$ cat src/rtl/neuron_pkg.sv
`default_nettype none
// ============================================================================
// Module      : neuron_pkg
// Description : Shared defaults and the sequencer state encoding for one neuron.
// Revision    : 1.0 - initial release
// ============================================================================
package neuron_pkg;

  localparam int c_DEFAULT_DW = 8;

  typedef enum logic [2:0] {
    CLEAR   = 3'd0,
    RUN     = 3'd1,
    FLUSH   = 3'd2,
    CAPTURE = 3'd3,
    OUT     = 3'd4
  } seq_state_e;

endpackage
`default_nettype wire

$ cat src/rtl/neuron_sequencer_weight_rf.sv
`default_nettype none
// ============================================================================
// Module      : weight_rf
// Description : N_INPUTS x DW weight register file, one write port and one
//               combinational read port; out-of-range writes match no entry.
// Revision    : 1.0 - initial release
// ============================================================================
module weight_rf
  import neuron_pkg::*;
#(
  parameter  int N_INPUTS = 4,
  parameter  int DW       = c_DEFAULT_DW,
  localparam int AW       = $clog2(N_INPUTS)
) (
  input  logic          clk,
  input  logic          rst,
  input  logic          i_wr_en,
  input  logic [AW-1:0] i_wr_addr,
  input  logic [DW-1:0] i_wr_data,
  input  logic [AW-1:0] i_rd_addr,
  output logic [DW-1:0] o_rd_data
);

  logic [DW-1:0] r_mem [N_INPUTS];

  always_ff @(posedge clk or negedge rst) begin
    if (!rst) begin
      for (int i = 0; i < N_INPUTS; i++) r_mem[i] <= '0;
    end else begin
      for (int i = 0; i < N_INPUTS; i++) begin
        if (i_wr_en && (i_wr_addr == AW'(i))) r_mem[i] <= i_wr_data;
      end
    end
  end

  // Same-cycle write and read returns the old entry.
  assign o_rd_data = r_mem[i_rd_addr];

endmodule
`default_nettype wire

$ cat src/rtl/neuron_sequencer.sv
`default_nettype none
// ============================================================================
// Module      : neuron_sequencer
// Description : Streams an input vector into the accumulator with per-index
//               weights and bias, then captures and offers the result.
// Revision    : 1.0 - initial release
// ============================================================================
module neuron_sequencer
  import neuron_pkg::*;
#(
  parameter  int N_INPUTS = 4,
  parameter  int DW       = c_DEFAULT_DW,
  localparam int AW       = $clog2(N_INPUTS)
) (
  input  logic          clk,
  input  logic          rst,
  input  logic          w_wr_en,
  input  logic [AW-1:0] w_wr_addr,
  input  logic [DW-1:0] w_wr_data,
  input  logic          bias_wr_en,
  input  logic [DW-1:0] bias_wr_data,
  input  logic          in_valid,
  output logic          in_ready,
  input  logic [DW-1:0] in_data,
  output logic          acc_clr,
  output logic          acc_en,
  output logic [DW-1:0] acc_x,
  output logic [DW-1:0] acc_weight,
  output logic [DW-1:0] acc_bias,
  input  logic [DW-1:0] acc_accu,
  output logic          out_valid,
  input  logic          out_ready,
  output logic [DW-1:0] out_data
);

  seq_state_e    r_state;
  seq_state_e    w_state_nxt;
  logic [AW-1:0] r_idx;
  logic          w_accept;
  logic          w_last;
  logic [DW-1:0] w_rd_weight;
  logic          r_acc_en;
  logic [DW-1:0] r_acc_x;
  logic [DW-1:0] r_acc_weight;
  logic [DW-1:0] r_bias;
  logic          r_out_valid;
  logic [DW-1:0] r_out_data;

  weight_rf #(
    .N_INPUTS (N_INPUTS),
    .DW       (DW)
  ) u_weight_rf (
    .clk       (clk),
    .rst       (rst),
    .i_wr_en   (w_wr_en),
    .i_wr_addr (w_wr_addr),
    .i_wr_data (w_wr_data),
    .i_rd_addr (r_idx),
    .o_rd_data (w_rd_weight)
  );

  assign w_accept = in_valid && (r_state == RUN);
  assign w_last   = (r_idx == AW'(N_INPUTS - 1));

  always_comb begin
    w_state_nxt = r_state;
    case (r_state)
      CLEAR:   w_state_nxt = RUN;
      RUN:     if (w_accept && w_last) w_state_nxt = FLUSH;
      FLUSH:   w_state_nxt = CAPTURE;
      CAPTURE: w_state_nxt = OUT;
      OUT:     if (r_out_valid && out_ready) w_state_nxt = CLEAR;
      default: w_state_nxt = CLEAR;
    endcase
  end

  always_ff @(posedge clk or negedge rst) begin
    if (!rst) r_state <= CLEAR;
    else      r_state <= w_state_nxt;
  end

  always_ff @(posedge clk or negedge rst) begin
    if (!rst) begin
      r_idx <= '0;
    end else if (r_state == CLEAR) begin
      r_idx <= '0;
    end else if (w_accept) begin
      r_idx <= w_last ? '0 : r_idx + 1'b1;
    end
  end

  // acc_en follows the accept by one cycle, which also covers the FLUSH cycle.
  always_ff @(posedge clk or negedge rst) begin
    if (!rst) begin
      r_acc_en     <= 1'b0;
      r_acc_x      <= '0;
      r_acc_weight <= '0;
    end else begin
      r_acc_en <= w_accept;
      if (w_accept) begin
        r_acc_x      <= in_data;
        r_acc_weight <= w_rd_weight;
      end
    end
  end

  always_ff @(posedge clk or negedge rst) begin
    if (!rst)            r_bias <= '0;
    else if (bias_wr_en) r_bias <= bias_wr_data;
  end

  always_ff @(posedge clk or negedge rst) begin
    if (!rst) begin
      r_out_valid <= 1'b0;
      r_out_data  <= '0;
    end else if (r_state == CAPTURE) begin
      r_out_valid <= 1'b1;
      r_out_data  <= acc_accu;
    end else if ((r_state == OUT) && r_out_valid && out_ready) begin
      r_out_valid <= 1'b0;
    end
  end

  assign in_ready   = (r_state == RUN);
  assign acc_clr    = (r_state == CLEAR);
  assign acc_en     = r_acc_en;
  assign acc_x      = r_acc_x;
  assign acc_weight = r_acc_weight;
  assign acc_bias   = r_bias;
  assign out_valid  = r_out_valid;
  assign out_data   = r_out_data;

endmodule
`default_nettype wire

$ cat config.mk
export PLATFORM = sky130hd
export DESIGN_NAME = neuron_sequencer
export DESIGN_NICKNAME = d
export VERILOG_FILES = /design/src/rtl/neuron_pkg.sv /design/src/rtl/neuron_sequencer_weight_rf.sv /design/src/rtl/neuron_sequencer.sv
export SDC_FILE = /design/constraint.sdc
export NUM_CORES = 1
export LEC_CHECK = 0
export CAP_MARGIN = 20
export CORE_ASPECT_RATIO = 0.75
export CORE_MARGIN = 5
export CORE_UTILIZATION = 29
export CTS_CLUSTER_DIAMETER = 30
export DETAILED_ROUTE_END_ITERATION = 10
export GPL_TIMING_DRIVEN = 0
export HOLD_SLACK_MARGIN = 0.1
export PLACE_DENSITY = 0.54
export SETUP_SLACK_MARGIN = 0.1
export SYNTH_ARGS = -nofsm -noshare
export SYNTH_HDL_FRONTEND = slang
export SYNTH_HIERARCHICAL = 1
export SYNTH_SLANG_ARGS = --single-unit
export TNS_END_PERCENT = 30
$ cat constraint.sdc
create_clock -name clk -period 2.4 [get_ports clk]
set_input_delay 0.48 -clock clk [delete_from_list [all_inputs] [get_ports clk]]
set_output_delay 0.48 -clock clk [all_outputs]
set_load 0.03 [all_outputs]
==> qor.yml <==
status: "finished, final reports clean"
fin_crit_ps: 2200
htreeDepth: 3
hold_viol_final: 0
grt.met2_usage_pct: 16.7
min_path_type: "flip-flop to flip-flop"
clock_skew_ps: 2.73
synthXorXnorAreaFrac_pct: 0
busiest_layer: "met2"
io_buffers: 74
setup_ws_ps: 196
grt-ovfl-total: 0
setup_violations: 0
detail-route-antenna-nets: 0
cp_max_fo: 10
critical_path_required_ps: 1920
cp-start-kind: "flip-flop"
die-area_mm2: 0.0125
grt.met3_usage_pct: 6.07
path_clk_slew_ps: 50
drt_iter0_drc: 69
grt_use_met1_pct: 12.4
drv_cap: 0
place_area_mm2: 0.00394
cp-end-kind: "primary output"
coreArea_mm2: 0.0102
reg2regPathDepth: 3
tightest_slew_ps: 576
final_cell_area_mm2: 0.00427
rsz0062_at_grt: "false"
ys_seq_area_share_pct: 59.2
power.density_mw_per_mm2: 1220
drive_gt1_share_pct: 36.7
dr.pass1.iters: 3
grt_max_degree: 56
fillers: 990
die_y_um: 98.1
cts_tree: "built"
antennaDiodeCount: 0
holdPathStages: 1
final_min_period_over_clock_period_pct: 91.8
ys_ff_latch: 71
clock-root-buffer: "clkbuf_16"
synthAdderAreaFrac_pct: 0.417
avgSynthCellArea_um2: 16.4
grt_pass1_wl_mm: 10.1
synth.area.mux_share_pct: 31.1
pre_cts_ws_ps: 262
synth_cell_type_count: 28
crit_arrival_ps: 1720
slew_viol_final: 0
vdd_ir_drop_max_mv: 0.525
wire_per_inst_um: 15.0
cts_buffer_depth: 2
area_delta_synth_final_pct: 42.3
crit_type: "flip-flop to primary output"
yosys_warnings: 6
nNetsFinal: 311
dieWidth_um: 127
drc: 0
netlist_area_mm2: 0.00300
cts_sinks: 71
synth_cells: 183
wirelength_mm: 6.16
grt_pass1_vias: 2038
dpl.hpwl_mm: 4.19
synth_compound_area_share_pct: 1.71
syn_nets: 224
synth-simple-area-share_pct: 5.00
max_freq_ghz: 0.454
clock_latency_ps: 330
std_cell_rows: 32
gp_congestion: 0.655
cts_buffers: 9
leakagePower_nw: 1.79
max_slew_margin_pct: 61.6
ios: 76
grt_usage_pct: 10.6
synth_top_family_by_area: "multiplexers"
antenna_found_initial: 0
initial_core_util_pct: 29.4
avgViaCountPerCell: 4.48
vias: 1842
-- final timing paths --
path	startpoint	endpoint	slack [ps]
setup / recovery	r_state[2]	in_ready	200
hold / removal	u_weight_rf/r_mem[10]	u_weight_rf/r_mem[10]	500
setup reg to reg	r_idx[0]	acc_weight[6]	750
hold reg to reg	u_weight_rf/r_mem[10]	u_weight_rf/r_mem[10]	500
max in group asynchronous	rst	u_weight_rf/r_mem[21]	1290
min in group asynchronous	rst	acc_bias[2]	570
-- flip-flops by register name, summed over array words and instances (netlist names) --
name and flops:
acc_bias 8, acc_en 1, acc_weight 8, acc_x 8, out_data 8, out_valid 1, r_idx 2, r_state 3
u_weight_rf/r_mem 32
-- repair_timing --
action | 4_1_cts | 5_1_grt
hold buffers | 1 | 0
endpoints found under the setup margin | 1 | 0
resized for setup | 1 | 0
endpoints found under the hold margin | 16 | 0
buffers inserted | 0 | 0
-- synthesized netlist by cell type --
master,n,area (µm²)
dfrtp_1,71,1780
mux2_2,55,619
mux2_4,9,135
mux4_2,8,180
nand2_1,6,22.5
nor2_1,4,15.0
buf_2,3,15.0
a21oi_1,2,10.0
buf_6,2,22.5
nand3b_2,2,22.5
nor3b_4,2,37.5
o21ai_0,2,10.0
o31ai_1,2,15.0
a211oi_1,1,7.51
and2_4,1,8.76
and4b_1,1,10.0
buf_1,1,3.75
buf_12,1,20.0
buf_4,1,7.51
clkbuf_1,1,3.75
ha_1,1,12.5
inv_1,1,3.75
nand3_1,1,5.00
nand3_2,1,10.0
nand3b_1,1,7.51
nor2b_1,1,6.26
nor3_1,1,5.00
o41ai_1,1,8.76
-- critical path: stages (launching register included) --
cell	delay, ps
dfrtp_1	350
buf_4	170
nor3b_4	180
clkdlybuf4s50_1	700
-- cell families (layout without fill, tap and decap cells) --
family	Yosys count	in the layout
simple gates	21	21
compound gates	8	8
fa+ha+maj	1	1
mux	72	72
flops	71	71
buf+inv	10	102
-- layer usage --
| layer | up-vias | part of all wire [%] |
|---|---|---|
| met5 | - | 0 |
| met1 | 935 | 43 |
| met4 | 0 | 1.4 |
| met3 | 7 | 7.3 |
| li1 | 850 | - |
| met2 | 50 | 48 |
-- per-stage QoR --
stage               TNS, ps  instances  total power [mW]  utilization [%]  hold slack (ps)
floorplan                 0        183              3.06                -              184
global placement    -125280        393              3.80             38.3              486
detailed placement        0        394              3.84             38.6              375
CTS                       0        411              5.32             41.8              503
global route              0        411              5.51             41.8              515
finish                    0        411              5.22             41.8              497
-- power by group --
group	total, mW	internal (mW)	switching, mW
clock network	1.44	0.965	0.477
logic	2.03	1.06	0.971
registers	1.75	1.56	0.182
-- cells in the final DEF (no fill, tap or decap), drive strengths merged, types with 2 or more instances in the layout --
cell and n:
nand3b 3, nor2 4, o21ai 2, clkdlybuf4s50 72, clkbuf 14, nand2 6
dfrtp 71, nor3b 2, a21oi 2, nand3 2, buf 10, mux4 8
bufinv 2, mux2 64, o31ai 2
-- cell type report --
class,instances,area (µm²),share of cell area (%)
flip-flops and latches,71,1780,41.6
multi-input cells,102,1150,26.9
repair buffers,76,774,18.1
clock buffers,13,260,6.09
well taps,136,170,3.98
plain buffers,9,72.6,1.70
clock inverters,3,65.1,1.52
inverters,1,3.75,0.0879
Power figures use the tool's default switching activity.
